`src/rtl/lsu_pkg.sv`:
```
// Shared types and constants for the load/store unit.
// Latency: none, declarations only.
// Backpressure: not applicable.
package lsu_pkg;

   // funct3 encodings of the RV32 load/store access types
   typedef enum logic [2:0] {
      LS_B  = 3'b000,
      LS_H  = 3'b001,
      LS_W  = 3'b010,
      LS_BU = 3'b100,
      LS_HU = 3'b101
   } ls_op_e;

   typedef enum logic [1:0] {
      ST_IDLE = 2'd0,
      ST_BUSY = 2'd1,
      ST_DONE = 2'd2
   } lsu_state_e;

   // access width class; unlisted funct3 codes fall into word
   typedef enum logic [1:0] {
      SZ_B = 2'd0,
      SZ_H = 2'd1,
      SZ_W = 2'd2
   } ls_size_e;

   localparam logic [3:0] BE_BYTE = 4'b0001;
   localparam logic [3:0] BE_HALF = 4'b0011;
   localparam logic [3:0] BE_WORD = 4'b1111;

   function automatic ls_size_e ls_size(input logic [2:0] op);
      ls_size_e sz;
      case (op)
         LS_B, LS_BU: sz = SZ_B;
         LS_H, LS_HU: sz = SZ_H;
         default:     sz = SZ_W;
      endcase
      return sz;
   endfunction

endpackage

```
`src/rtl/lsu_load_align.sv`:
```
// Load formatter: picks the addressed byte/half lane and sign/zero extends it.
// Latency: purely combinational.
// Backpressure: none, follows its inputs.
module lsu_load_align
   import lsu_pkg::*;
(
   input  logic [31:0] rdata_i,
   input  logic [1:0]  lane_i,
   input  logic [2:0]  ls_op_i,
   output logic [31:0] data_o
);

   logic [7:0]  byte_sel;
   logic [15:0] half_sel;
   logic        sext;

   // lane select, then extension chosen by access width and signedness
   always_comb begin
      case (lane_i)
         2'd1:    byte_sel = rdata_i[15:8];
         2'd2:    byte_sel = rdata_i[23:16];
         2'd3:    byte_sel = rdata_i[31:24];
         default: byte_sel = rdata_i[7:0];
      endcase
      // halfword lane only looks at bit 1; bit 0 is either trapped or ignored upstream
      half_sel = lane_i[1] ? rdata_i[31:16] : rdata_i[15:0];
      sext     = ~ls_op_i[2];
      case (ls_size(ls_op_i))
         SZ_B:    data_o = {{24{sext & byte_sel[7]}}, byte_sel};
         SZ_H:    data_o = {{16{sext & half_sel[15]}}, half_sel};
         default: data_o = rdata_i;
      endcase
   end

endmodule

```
`src/rtl/lsu_ctrl.sv`:
```
// Load/store controller: one req/ack data-bus transaction per load or store, load formatting.
// Latency: 3 cycles minimum (detect, busy, done), +1 per cycle of ack delay.
// Backpressure: stall_o holds the core until the bus acks; waits indefinitely. Option: LSU_MISALIGN_TRAP_EN.
module lsu_ctrl
   import lsu_pkg::*;
#(
   parameter int ADDR_W = 32,
   parameter int DATA_W = 32
) (
   input  logic              clk_i,
   input  logic              rst_ni,
   input  logic [2:0]        ls_op_i,
   input  logic              mem_wren_i,
   input  logic              mem_rden_i,
   input  logic [ADDR_W-1:0] addr_i,
   input  logic [DATA_W-1:0] st_data_i,
   output logic [DATA_W-1:0] ld_data_o,
   output logic              stall_o,
   output logic              misaligned_o,
   output logic              bus_req_o,
   output logic              bus_we_o,
   output logic [ADDR_W-1:0] bus_addr_o,
   output logic [3:0]        bus_be_o,
   output logic [DATA_W-1:0] bus_wdata_o,
   input  logic              bus_ack_i,
   input  logic [DATA_W-1:0] bus_rdata_i
);

   logic              access;
   logic              mis_cond;
   logic              launch;
   ls_size_e          req_size;
   logic [3:0]        be_new;
   logic [DATA_W-1:0] wdata_new;
   logic [DATA_W-1:0] ld_fmt;

   lsu_state_e        state_q, state_d;
   logic              req_q, req_d;
   logic              we_q, we_d;
   logic [ADDR_W-1:0] addr_q, addr_d;
   logic [1:0]        lane_q, lane_d;
   logic [3:0]        be_q, be_d;
   logic [DATA_W-1:0] wdata_q, wdata_d;
   logic [2:0]        op_q, op_d;
   logic [DATA_W-1:0] rdata_q, rdata_d;
   logic [DATA_W-1:0] ld_hold_q, ld_hold_d;

   // request decode: misalignment check, byte enables and lane-replicated store data
   always_comb begin
      access   = mem_wren_i | mem_rden_i;
      req_size = ls_size(ls_op_i);
`ifdef LSU_MISALIGN_TRAP_EN
      mis_cond = ((req_size == SZ_H) && addr_i[0]) ||
                 ((req_size == SZ_W) && (addr_i[1:0] != 2'b00));
`else
      mis_cond = 1'b0;
`endif
      launch = (state_q == ST_IDLE) && access && !mis_cond;
      case (req_size)
         SZ_B: begin
            be_new    = BE_BYTE << addr_i[1:0];
            wdata_new = {4{st_data_i[7:0]}};
         end
         SZ_H: begin
            be_new    = addr_i[1] ? (BE_HALF << 2) : BE_HALF;
            wdata_new = {2{st_data_i[15:0]}};
         end
         default: begin
            be_new    = BE_WORD;
            wdata_new = st_data_i;
         end
      endcase
   end

   // transaction FSM: launch from IDLE, wait for ack in BUSY, present load data in DONE
   always_comb begin
      state_d   = state_q;
      req_d     = req_q;
      we_d      = we_q;
      addr_d    = addr_q;
      lane_d    = lane_q;
      be_d      = be_q;
      wdata_d   = wdata_q;
      op_d      = op_q;
      rdata_d   = rdata_q;
      ld_hold_d = ld_hold_q;
      case (state_q)
         ST_IDLE: begin
            if (launch) begin
               state_d = ST_BUSY;
               req_d   = 1'b1;
               // a store wins when both enables are raised together
               we_d    = mem_wren_i;
               addr_d  = {addr_i[ADDR_W-1:2], 2'b00};
               lane_d  = addr_i[1:0];
               be_d    = be_new;
               wdata_d = wdata_new;
               op_d    = ls_op_i;
            end
         end
         ST_BUSY: begin
            if (bus_ack_i) begin
               state_d = ST_DONE;
               req_d   = 1'b0;
               rdata_d = bus_rdata_i;
            end
         end
         ST_DONE: begin
            // always leave DONE so the advancing instruction is never issued twice
            state_d = ST_IDLE;
            if (!we_q) begin
               ld_hold_d = ld_fmt;
            end
         end
         default: state_d = ST_IDLE;
      endcase
   end

   // state and registered bus outputs; async reset abandons any outstanding request
   always_ff @(posedge clk_i or negedge rst_ni) begin
      if (!rst_ni) begin
         state_q   <= ST_IDLE;
         req_q     <= 1'b0;
         we_q      <= 1'b0;
         addr_q    <= '0;
         lane_q    <= 2'b00;
         be_q      <= 4'b0000;
         wdata_q   <= '0;
         op_q      <= 3'b000;
         rdata_q   <= '0;
         ld_hold_q <= '0;
      end else begin
         state_q   <= state_d;
         req_q     <= req_d;
         we_q      <= we_d;
         addr_q    <= addr_d;
         lane_q    <= lane_d;
         be_q      <= be_d;
         wdata_q   <= wdata_d;
         op_q      <= op_d;
         rdata_q   <= rdata_d;
         ld_hold_q <= ld_hold_d;
      end
   end

   lsu_load_align u_load_align (
      .rdata_i (rdata_q),
      .lane_i  (lane_q),
      .ls_op_i (op_q),
      .data_o  (ld_fmt)
   );

   assign bus_req_o    = req_q;
   assign bus_we_o     = we_q;
   assign bus_addr_o   = addr_q;
   assign bus_be_o     = be_q;
   assign bus_wdata_o  = wdata_q;
   // stall rises in the detect cycle itself so the PC never moves past the access
   assign stall_o      = launch || (state_q == ST_BUSY);
   assign misaligned_o = (state_q == ST_IDLE) && access && mis_cond;
   assign ld_data_o    = ((state_q == ST_DONE) && !we_q) ? ld_fmt : ld_hold_q;

endmodule

```
`config.mk`:
```
export PLATFORM = sky130hd
export DESIGN_NAME = lsu_ctrl
export DESIGN_NICKNAME = d
export VERILOG_FILES = /design/src/rtl/lsu_pkg.sv /design/src/rtl/lsu_load_align.sv /design/src/rtl/lsu_ctrl.sv
export SDC_FILE = /design/constraint.sdc
export NUM_CORES = 1
export LEC_CHECK = 0
export CAP_MARGIN = 20
export CORE_MARGIN = 2
export CORE_UTILIZATION = 41
export CTS_CLUSTER_SIZE = 14
export DETAILED_ROUTE_END_ITERATION = 10
export PLACE_DENSITY_LB_ADDON = 0.12
export SLEW_MARGIN = 20
export SYNTH_ARGS = -nofsm -noshare
export SYNTH_HDL_FRONTEND = slang
export SYNTH_SLANG_ARGS = --single-unit
```
`constraint.sdc`:
```
create_clock -name clk_i -period 1.7 [get_ports clk_i]
set_input_delay 0.17 -clock clk_i [delete_from_list [all_inputs] [get_ports clk_i]]
set_output_delay 0.17 -clock clk_i [all_outputs]
set_load 0.01 [all_outputs]
```
==> impl_metrics.csv <==
group,metric,value,unit
yosys,synth_flop_cell,"dfrtp_1",
yosys,ys_warn_count,0,
route,drt_first_pass_iters,4,
pwr,combPwrFrac,49.6,%
route,num_vias,5379,
yosys,synth-compound-area-share,9.58,%
yosys,synth_commonest_cells,"nand2_1, dfrtp_1, nor2_1",
floorplan,row_count,44,
setup_path,crit_start,"lane_q[1]",
sta,slew_violations,0,
yosys,synth_area_leaders,"dfrtp_1, nand2_1, mux2_2",
route,drcViolationCount,0,
hold_path,hold_class,"in2async",
yosys,synth_xor_area_share,0,%
global_routing,grtUsageTotal,24.2,%
yosys,synth_top_area_cell,"dfrtp_1",
clocking,h-tree-depth,4,
yosys,synth_seq_cells,139,
floorplan,coreArea,0.0145,mm2
yosys,synth_edf_count,0,
sta,min_period,2.36,ns
route,via_per_inst,5.06,
yosys,syn_inst,592,
floorplan,ios,208,
yosys,synthAdderAreaFrac,0,%
floorplan,start_util,41.9,%
yosys,netlist_area,0.00606,mm2
setup_path,arrival,2.19,ns
setup_path,critPathCaptureType,"output pin",
clocking,cts.sinks,139,
clocking,cts_root_buf,"clkbuf_16",
route,ant_nets,0,
global_routing,grt_overflow,0,
floorplan,dieHeight,126,um
sta,setup_viol,48,
clocking,cts_buffer_depth,2,
sta,rsz0062_at_grt,"true",
setup_path,critPathRequiredTime,1.53,ns
yosys,syn_avg_cell_area,10.2,um2
sta,setup_ws,-0.664,ns
setup_path,r2r_cells,7,
pwr,switchingPower,7.14,mW
pwr,clkPwrFrac,20.8,%
run_status,outcome,"complete, but fails checks",
yosys,synth.yosys.seq_area_share,57.4,%
setup_path,r2r_setup_slack,-0.16,ns
setup_path,r2r-start,"lane_q[1]",
yosys,synth_top_area_share,57.4,%
placement,placed_area,0.00881,mm2
pwr,sequentialPowerShare,29.6,%
yosys,synth.most_common_cell,"nand2_1",
sta,final-hold-violation-count,0,
sta,hold_slack,0.241,ns
yosys,synth-simple-area-share,16.3,%
route,wl_per_cell,17.6,um
placement,io_buffer_count,204,
sta,period_share,139,%
clocking,clk_latency,0.43,ns
setup_path,r2r_end,"ld_hold_q[7]",
yosys,muxShareOfSynthArea,13.5,%
setup_path,start_kind,"register",
finish,syn2layout_area_growth,63.9,%
global_routing,grt_pass1_wl,29900,um
yosys,async_flop_share,100,%
floorplan,dieArea,0.0158,mm2
finish,antennaDiodeCount,0,
global_routing,grt_max_degree,46,
setup_path,crit_path_max_fanout,5,
route,wl,18700,um
sta,clock_skew,0.00960,ns
pwr,switching_share,35.7,%
global_routing,grt_pass1_vias,5760,
pwr,power_density,2010,mW/mm2
floorplan,die_w,126,um
pwr,irDropWorstVdd,1.04,mV
yosys,yosysUniqueCellTypes,34,
placement,place_congestion,0.851,
finish,layout-drive-gt1-share,29.0,%
pwr,power.internal,12.9,mW
sta,clock.fmax,423,MHz
finish,final_nets,969,
route,drt_iter0_drc,378,
placement,dp_hpwl,12800,um
clocking,clkTransAtPathRegs,0.06,ns
setup_path,critical_path_class,"reg2out",
run,maxCapViolations,0,
clocking,numCtsBuffers,17,
clocking,tritoncts,"yes",
sta,finalSetupTns,-18.81,ns
pwr,p_leak,4.43,nW
finish,finish.utilization,68.6,%
global_routing,antenna_found_initial,0,
run_status,violations,"setup timing",
finish,fin_area,0.00993,mm2
yosys,synth_top_family_by_area,"simple AND/OR/NAND/NOR gates",
-- worst max-delay path by stage --
stage | end | slack (ns) | depth (start not counted)
2_1_floorplan | ld_data_o[20] | -0.02 | 6
3_3_place_gp | ld_data_o[31] | -0.48 | 5
3_5_place_dp | ld_data_o[31] | -0.53 | 5
4_1_cts | ld_data_o[16] | -0.66 | 6
5_1_grt | ld_data_o[16] | -0.73 | 6
6_report | ld_data_o[21] | -0.66 | 6
-- final cells by class --
cell class / count / area, um2
clock buffer: 19 / 453
clock inverter: 13 / 215
fill: 1122 / 4550
inverter: 2 / 7.51
multi-input combinational: 414 / 2770
sequential: 139 / 3480
tap: 184 / 230
timing repair buffer: 291 / 2780
-- critical path: stages (launching register included) --
cell,delay [ns]
dfrtp_1,0.37
mux4_2,0.60
mux2i_4,0.24
o31a_4,0.24
buf_6,0.13
a21oi_4,0.05
buf_2,0.14
-- power by group through the flow --
stage	clock, mW	sequential (mW)	combinational [mW]
2_1_floorplan	0	6.16	3.78
3_3_place_gp	0	5.81	8.80
3_5_place_dp	0	5.91	8.98
4_1_cts	4.23	5.91	9.42
5_1_grt	4.40	6.10	10.7
6_report	4.16	5.92	9.93
-- state kept, by name, indices dropped and copies added (netlist names) --
signal / flops
op_q: 3
bus_be_o: 4
lane_q: 2
rdata_q: 32
bus_req_o: 1
ld_hold_q: 32
state_q: 2
bus_addr_o: 30
bus_wdata_o: 32
bus_we_o: 1
-- cell families (layout without fill, tap and decap cells) --
kind of cell,count (synthesis),after routing
AOI/OAI and AO/OA,98,99
muxes,75,75
buffers and inverters,42,325
and+or+nand+nor,237,237
other,1,3
DFF,139,139
-- cell usage in the layout, fill, tap and decap left out, types with 17 or more instances in the layout --
cell type and n:
mux2i_1 29, clkdlybuf4s50_1 169, clkbuf_16 17, buf_6 25, mux2_2 43, buf_4 60, nand2_1 161, dfrtp_1 139
nor2_1 44, a21oi_1 17, o21ai_0 30, buf_2 22
-- through the flow --
step	power, mW	worst slack [ns]	std cells
final	20.0	-0.664	1062
after global routing	21.2	-0.727	1062
after detailed placement	14.9	-0.528	1007
after floorplan	9.94	-0.0199	594
after global placement	14.6	-0.478	1007
after CTS	19.6	-0.657	1057
-- what timing repair did --
action	CTS	global route
setup buffers	17	6
pin swaps	10	5
endpoints found under the hold margin	41	0
hold buffers	1	0
endpoints found under the setup margin	40	56
gates resized for setup	179	34
gates cloned	1	0
-- metal layers --
metal	global-route usage [%]	up-vias	routed length [um]
li1	-	2529	-
met1	29.0	2630	7340
met2	39.9	189	9320
met3	8.90	31	1560
met4	9.28	0	459
met5	0	-	0
Power figures use the tool's default switching activity.
